===== config.mk =====
export PLATFORM = sky130hd
export DESIGN_NAME = controlador_lavagem
export DESIGN_NICKNAME = d
export VERILOG_FILES = /design/src/rtl/lavagem_pkg.sv /design/src/rtl/temporizador_fase.sv /design/src/rtl/controlador_lavagem.sv
export SDC_FILE = /design/constraint.sdc
export NUM_CORES = 1
export LEC_CHECK = 0
export BUFFER_PORTS_ARGS = -buffer_cell sky130_fd_sc_hd__buf_4
export CORE_MARGIN = 3
export CORE_UTILIZATION = 50
export DETAILED_ROUTE_END_ITERATION = 10
export PLACE_DENSITY_LB_ADDON = 0.3
export SLEW_MARGIN = 25
export SYNTH_ARGS = -nofsm -noshare
export SYNTH_HDL_FRONTEND = slang
export SYNTH_SLANG_ARGS = --single-unit

===== constraint.sdc =====
create_clock -name clock -period 4.1 [get_ports clock]
set_clock_uncertainty 0.05 [all_clocks]
set_input_delay 0.82 -clock clock [delete_from_list [all_inputs] [get_ports clock]]
set_output_delay 0.82 -clock clock [all_outputs]
set_load 0.01 [all_outputs]

===== src/rtl/lavagem_pkg.sv =====
// Shared types for the washing-machine program controller: state codes and
// the rinse-count width.
package lavagem_pkg;

    localparam int unsigned EST_W = 3;
    localparam int unsigned NE_W  = 2;

    typedef enum logic [EST_W-1:0] {
        ESPERA      = 3'd0,
        ENCHER      = 3'd1,
        AGITAR      = 3'd2,
        MOLHO       = 3'd3,
        ESVAZIAR    = 3'd4,
        CENTRIFUGAR = 3'd5,
        INVALIDO    = 3'd6,
        ERRO        = 3'd7
    } estado_t;

    // True for the program phases (1..5), where pause and the timer apply.
    function automatic logic em_fase(input estado_t s);
        return (s >= ENCHER) && (s <= CENTRIFUGAR);
    endfunction

endpackage


===== src/rtl/temporizador_fase.sv =====
// Phase timer: counts enabled cycles since the last clear and flags the
// cycle in which the count equals limite-1.
module temporizador_fase #(
    parameter int unsigned TW = 16
) (
    input  logic          clock,
    input  logic          reset_n,
    input  logic          limpar,
    input  logic          habilitar,
    input  logic [TW-1:0] limite,
    output logic          terminal_c
);

    logic [TW-1:0] contagem;

    always_ff @(posedge clock or negedge reset_n) begin
        if (!reset_n) begin
            contagem <= '0;
        end else if (limpar) begin
            contagem <= '0;
        end else if (habilitar) begin
            contagem <= contagem + TW'(1);
        end
    end

    assign terminal_c = (contagem == (limite - TW'(1)));

endmodule


===== src/rtl/controlador_lavagem.sv =====
// Washing-machine program sequencer: fill, agitate, soak, drain, rinse passes
// and optional spin, with pause, sensor timeouts and an error state.
module controlador_lavagem
    import lavagem_pkg::*;
#(
    parameter int unsigned TW            = 16,
    parameter int unsigned T_AGITAR      = 1000,
    parameter int unsigned T_MOLHO       = 500,
    parameter int unsigned T_CENTRIFUGAR = 800,
    parameter int unsigned T_LIMITE      = 2000
) (
    input  logic            clock,
    input  logic            reset_n,
    input  logic            inicio,
    input  logic            pausa,
    input  logic            cheio,
    input  logic            vazio,
    input  logic            secar,
    input  logic [NE_W-1:0] n_enxague,
    output logic            bomba_agua,
    output logic            valvula_dreno,
    output logic            modo_agitar,
    output logic            modo_girar,
    output logic            modo_centrifugar,
    output logic [EST_W-1:0] estado,
    output logic            fim,
    output logic            erro
);

    estado_t         estado_q;
    estado_t         prox_c;
    logic [NE_W-1:0] rc;
    logic            lav;
    logic            sec_q;
    logic            pausa_q;
    logic            parado_c;
    logic            limpar_c;
    logic            terminal_c;
    logic            dreno_ok_c;
    logic [TW-1:0]   limite_c;

    assign parado_c   = pausa_q && em_fase(estado_q);
    assign dreno_ok_c = (estado_q == ESVAZIAR) && !parado_c && vazio;

    // Duration of the current phase; fill and drain use the timeout.
    always_comb begin
        limite_c = TW'(T_LIMITE);
        case (estado_q)
            AGITAR:      limite_c = TW'(T_AGITAR);
            MOLHO:       limite_c = TW'(T_MOLHO);
            CENTRIFUGAR: limite_c = TW'(T_CENTRIFUGAR);
            default:     ;
        endcase
    end

    // Next-state selection; sensors take precedence over the timeout.
    always_comb begin
        prox_c = estado_q;
        case (estado_q)
            ESPERA:      if (inicio) prox_c = ENCHER;
            ENCHER: begin
                if (!parado_c) begin
                    if (cheio)           prox_c = AGITAR;
                    else if (terminal_c) prox_c = ERRO;
                end
            end
            AGITAR:      if (!parado_c && terminal_c) prox_c = lav ? ESVAZIAR : MOLHO;
            MOLHO:       if (!parado_c && terminal_c) prox_c = ESVAZIAR;
            ESVAZIAR: begin
                if (dreno_ok_c) begin
                    if (rc != '0)  prox_c = ENCHER;
                    else if (sec_q) prox_c = CENTRIFUGAR;
                    else            prox_c = ESPERA;
                end else if (!parado_c && terminal_c) begin
                    prox_c = ERRO;
                end
            end
            CENTRIFUGAR: if (!parado_c && terminal_c) prox_c = ESPERA;
            ERRO:        if (inicio) prox_c = ESPERA;
            default:     prox_c = ERRO;
        endcase
    end

    // Timer restarts on every state entry and idles outside the phases.
    assign limpar_c = (prox_c != estado_q) || !em_fase(estado_q);

    temporizador_fase #(
        .TW(TW)
    ) u_temporizador (
        .clock      (clock),
        .reset_n    (reset_n),
        .limpar     (limpar_c),
        .habilitar  (!parado_c),
        .limite     (limite_c),
        .terminal_c (terminal_c)
    );

    // Outputs are decoded from the next state and the incoming pause level so
    // they line up with the registered state and pausa_q.
    always_ff @(posedge clock or negedge reset_n) begin
        if (!reset_n) begin
            estado_q         <= ESPERA;
            pausa_q          <= 1'b0;
            rc               <= '0;
            lav              <= 1'b0;
            sec_q            <= 1'b0;
            bomba_agua       <= 1'b0;
            valvula_dreno    <= 1'b0;
            modo_agitar      <= 1'b0;
            modo_girar       <= 1'b0;
            modo_centrifugar <= 1'b0;
            fim              <= 1'b0;
            erro             <= 1'b0;
        end else begin
            estado_q         <= prox_c;
            pausa_q          <= pausa;
            bomba_agua       <= !pausa && (prox_c == ENCHER);
            valvula_dreno    <= !pausa && (prox_c == ESVAZIAR);
            modo_agitar      <= !pausa && (prox_c == AGITAR);
            modo_girar       <= !pausa && (prox_c == MOLHO);
            modo_centrifugar <= !pausa && (prox_c == CENTRIFUGAR);
            erro             <= (prox_c == ERRO);
            fim              <= (prox_c == ESPERA) &&
                                ((estado_q == ESVAZIAR) || (estado_q == CENTRIFUGAR));
            if ((estado_q == ESPERA) && inicio) begin
                rc    <= n_enxague;
                sec_q <= secar;
                lav   <= 1'b0;
            end
            if (dreno_ok_c) begin
                lav <= 1'b1;
                if (rc != '0) rc <= rc - NE_W'(1);
            end
        end
    end

    assign estado = estado_q;

endmodule

==> results.py <==
metrics = {
    "power": {
        "powerDensity_nw_per_um2": 509.6,
        "power_leakage_nw": 0.9229,
        "p_sw_share_pct": 40.89,
        "switchingPower_mw": 0.4581,
        "ir_drop_mv": 0.3459,
        "seqPwrFrac_pct": 35.9,
        "power_frac_comb_pct": 42.8,
        "pwr-share-clk_pct": 21.2,
        "power.internal_mw": 0.6622,
        "total_power_mw": 1.120,
    },
    "finish": {
        "nets": 236,
        "antenna_cells": 0,
        "drive_gt1_share_pct": 16.81,
        "fin_cells": 274,
        "synthToLayoutAreaGrowth_pct": 13.06,
    },
    "yosys": {
        "synth_ff_type": "dfrtp_1",
        "synth_edf_count": 0,
        "synth_nets": 218,
        "ys_top_cells_by_count": "dfrtp_1 (31), nand2_1 (23), a31oi_1 (16)",
        "synth.distinct_cells": 55,
        "yosysTopAreaCellShare_pct": 39.90,
        "ys_ff_latch": 31,
        "synth_area_leaders": "dfrtp_1 (40%), a31oi_1 (5.1%), xor2_1 (5.0%)",
        "synth_area_um2": 1944,
        "yosysMostFrequentCell": "dfrtp_1",
        "yosysWarnings": 0,
        "async_flop_share_pct": 100.0,
        "synthCells": 207,
        "synth-seq-area-share_pct": 39.90,
        "post-synth-top-area-cell": "dfrtp_1",
        "avgSynthCellArea_um2": 9.393,
    },
    "route": {
        "avgRoutedWirePerCell_um": 15.20,
        "drtIter0Drc": 136,
        "via_count": 1632,
        "finalWirelength_mm": 4.164,
        "dr.pass1.iters": 4,
        "antenna_left": 0,
        "drcViolationCount": 0,
        "vias_per_cell": 5.956,
    },
    "clock_tree": {
        "cts.sink_count": 31,
        "cts_tree": "built",
        "cts_buffers": 5,
        "clkLatencyLatePin_ns": 0.28,
        "cts_resized": 0,
        "post-cts-setup-buffers": 0,
        "clk_pin_slew_ns": 0.07,
        "clock_path_buffers": 2,
        "cts_hold_buf": 0,
        "ctsHtreeMaxLevel": 2,
        "root_buffer": "clkbuf_8",
    },
    "grt": {
        "grt_max_degree": 32,
        "grt_overflow": 0,
        "grt_usage_pct": 20.64,
        "antenna_found_initial": 0,
        "grt_pass1_wl_mm": 7.169,
        "grt_pass1_vias": 1505,
    },
    "placed_design": {
        "hpwl_mm": 3.035,
        "post-place-ws_ns": 0.7368,
        "gp_congestion": 0.8928,
        "dp_cells": 266,
        "numPortBuffers": 18,
    },
    "sta": {
        "rsz0062_at_grt": "no",
        "worst_pin_slew_ns": 0.8428,
        "worst_slack_ns": 0.7334,
        "fin_crit_sh_pct": 82.11,
        "max_freq_ghz": 0.2970,
        "final.setup.tns_ns": 0,
        "hold_viol_final": 0,
        "period_needed_ns": 3.367,
        "relSlewSlack_pct": 43.38,
        "final_max_slew_viol_count": 0,
        "finalSetupViolations": 0,
    },
    "floorplan": {
        "boundaryPins": 19,
        "rows": 22,
        "dieArea_um2": 4673,
        "start_util_pct": 52.32,
        "die_w_um": 68.36,
        "die_y_um": 68.36,
        "core-area_um2": 3716,
    },
    "min_path": {
        "hold_class": "in -> async",
    },
    "setup_path": {
        "cp_data_arrival_time_ns": 3.45,
        "start_kind": "flop",
        "critPathKind": "reg -> reg",
        "cp_max_fo": 16,
        "end_kind": "flop",
        "required_ns": 4.18,
    },
    "flow_run": {
        "max_cap_viol_count": 0,
    },
    "outcome": {
        "status": "completed",
    },
}
## flip-flops by register name, summed over array words and instances (netlist names)
signal,flops
u_temporizador.contagem,16
estado,3
rc,2
bomba_agua,1
erro,1
fim,1
lav,1
modo_agitar,1
modo_centrifugar,1
modo_girar,1
pausa_q,1
sec_q,1
valvula_dreno,1
## final timing paths
path / from / end / slack, ns / cells past startpoint
min in group clock: rc[0] / rc[0] / 0.49 / 1
max reg2reg: estado[1] / u_temporizador.contagem[4] / 0.73 / 10
max in group asynchronous: reset_n / u_temporizador.contagem[14] / 3.30 / 1
max: estado[1] / u_temporizador.contagem[4] / 0.73 / 10
min: reset_n / rc[0] / 0.41 / 1
min reg2reg: rc[0] / rc[0] / 0.49 / 1
## layout by cell type (no fill, tap or decap), types with 3 or more instances in the layout
cell type,Yosys,final
clkbuf_8,0,5
and3_1,6,6
xor2_1,11,11
nand2_1,23,23
nor2_1,12,12
a31oi_1,16,16
and3b_1,3,3
nand2b_1,5,5
nor2b_1,5,5
a21oi_1,6,6
buf_4,1,21
nand4_1,3,3
a211oi_1,4,4
dfrtp_1,31,31
nor4_1,3,3
inv_1,5,5
xnor2_1,6,6
nand3_1,7,7
o21ai_0,7,7
## through the flow
step / hold WS [ns] / util, % / instance area (um^2)
finish: 0.4053 / 59.16 / 2198
global route: 0.4234 / 59.16 / 2198
CTS: 0.4203 / 59.16 / 2198
detailed placement: 0.4781 / 56.77 / 2110
global placement: 0.4370 / 56.63 / 2105
floorplan: 0.4158 / - / 1944
## power by group through the flow
stage / logic (mW) / clock network, mW / registers, mW
3_5_place_dp: 0.478 / 0 / 0.407
5_1_grt: 0.531 / 0.261 / 0.411
3_3_place_gp: 0.469 / 0 / 0.405
6_report: 0.480 / 0.238 / 0.403
4_1_cts: 0.479 / 0.244 / 0.401
2_1_floorplan: 0.376 / 0 / 0.390
## worst max-delay path, stage by stage (launching register included)
cell,delay (ns)
dfrtp_1,0.59
nor2b_1,0.34
nand2_1,0.14
ha_1,0.32
xnor2_1,0.14
nor4_2,0.17
o211ai_2,0.20
o211ai_1,0.38
a21oi_1,0.14
o21ai_2,0.56
a31oi_1,0.18
## cells by family after synthesis
kind of cell               share of synthesized area (%)
buffers and inverters                              3.926
adders and majority gates                          1.287
and+or+nand+nor                                    27.16
xor gates and xnor gates                           7.658
muxes                                              1.030
AOI/OAI and AO/OA                                  19.05
DFF                                                39.90
## final cells by class
type	count	area, um^2
Clock buffer	5	68.82
Clock inverter	3	20.02
Fill cell	328	1518
Inverter	5	18.77
Multi-Input combinational cell	160	1092
Sequential cell	31	775.7
Tap cell	48	60.06
Timing Repair Buffer	22	162.7
## per-layer routing
metal | part of all wire [%] | wire length, um | vias up | global-route usage [%]
li1 | - | - | 800 | -
met2 | 44 | 1841 | 51 | 30.32
met5 | 0 | 0 | - | 0
met3 | 5.5 | 228 | 7 | 5.583
met1 | 49 | 2030 | 774 | 29.57
met4 | 1.5 | 63 | 0 | 5.955
(Power assumes the default switching activity.)
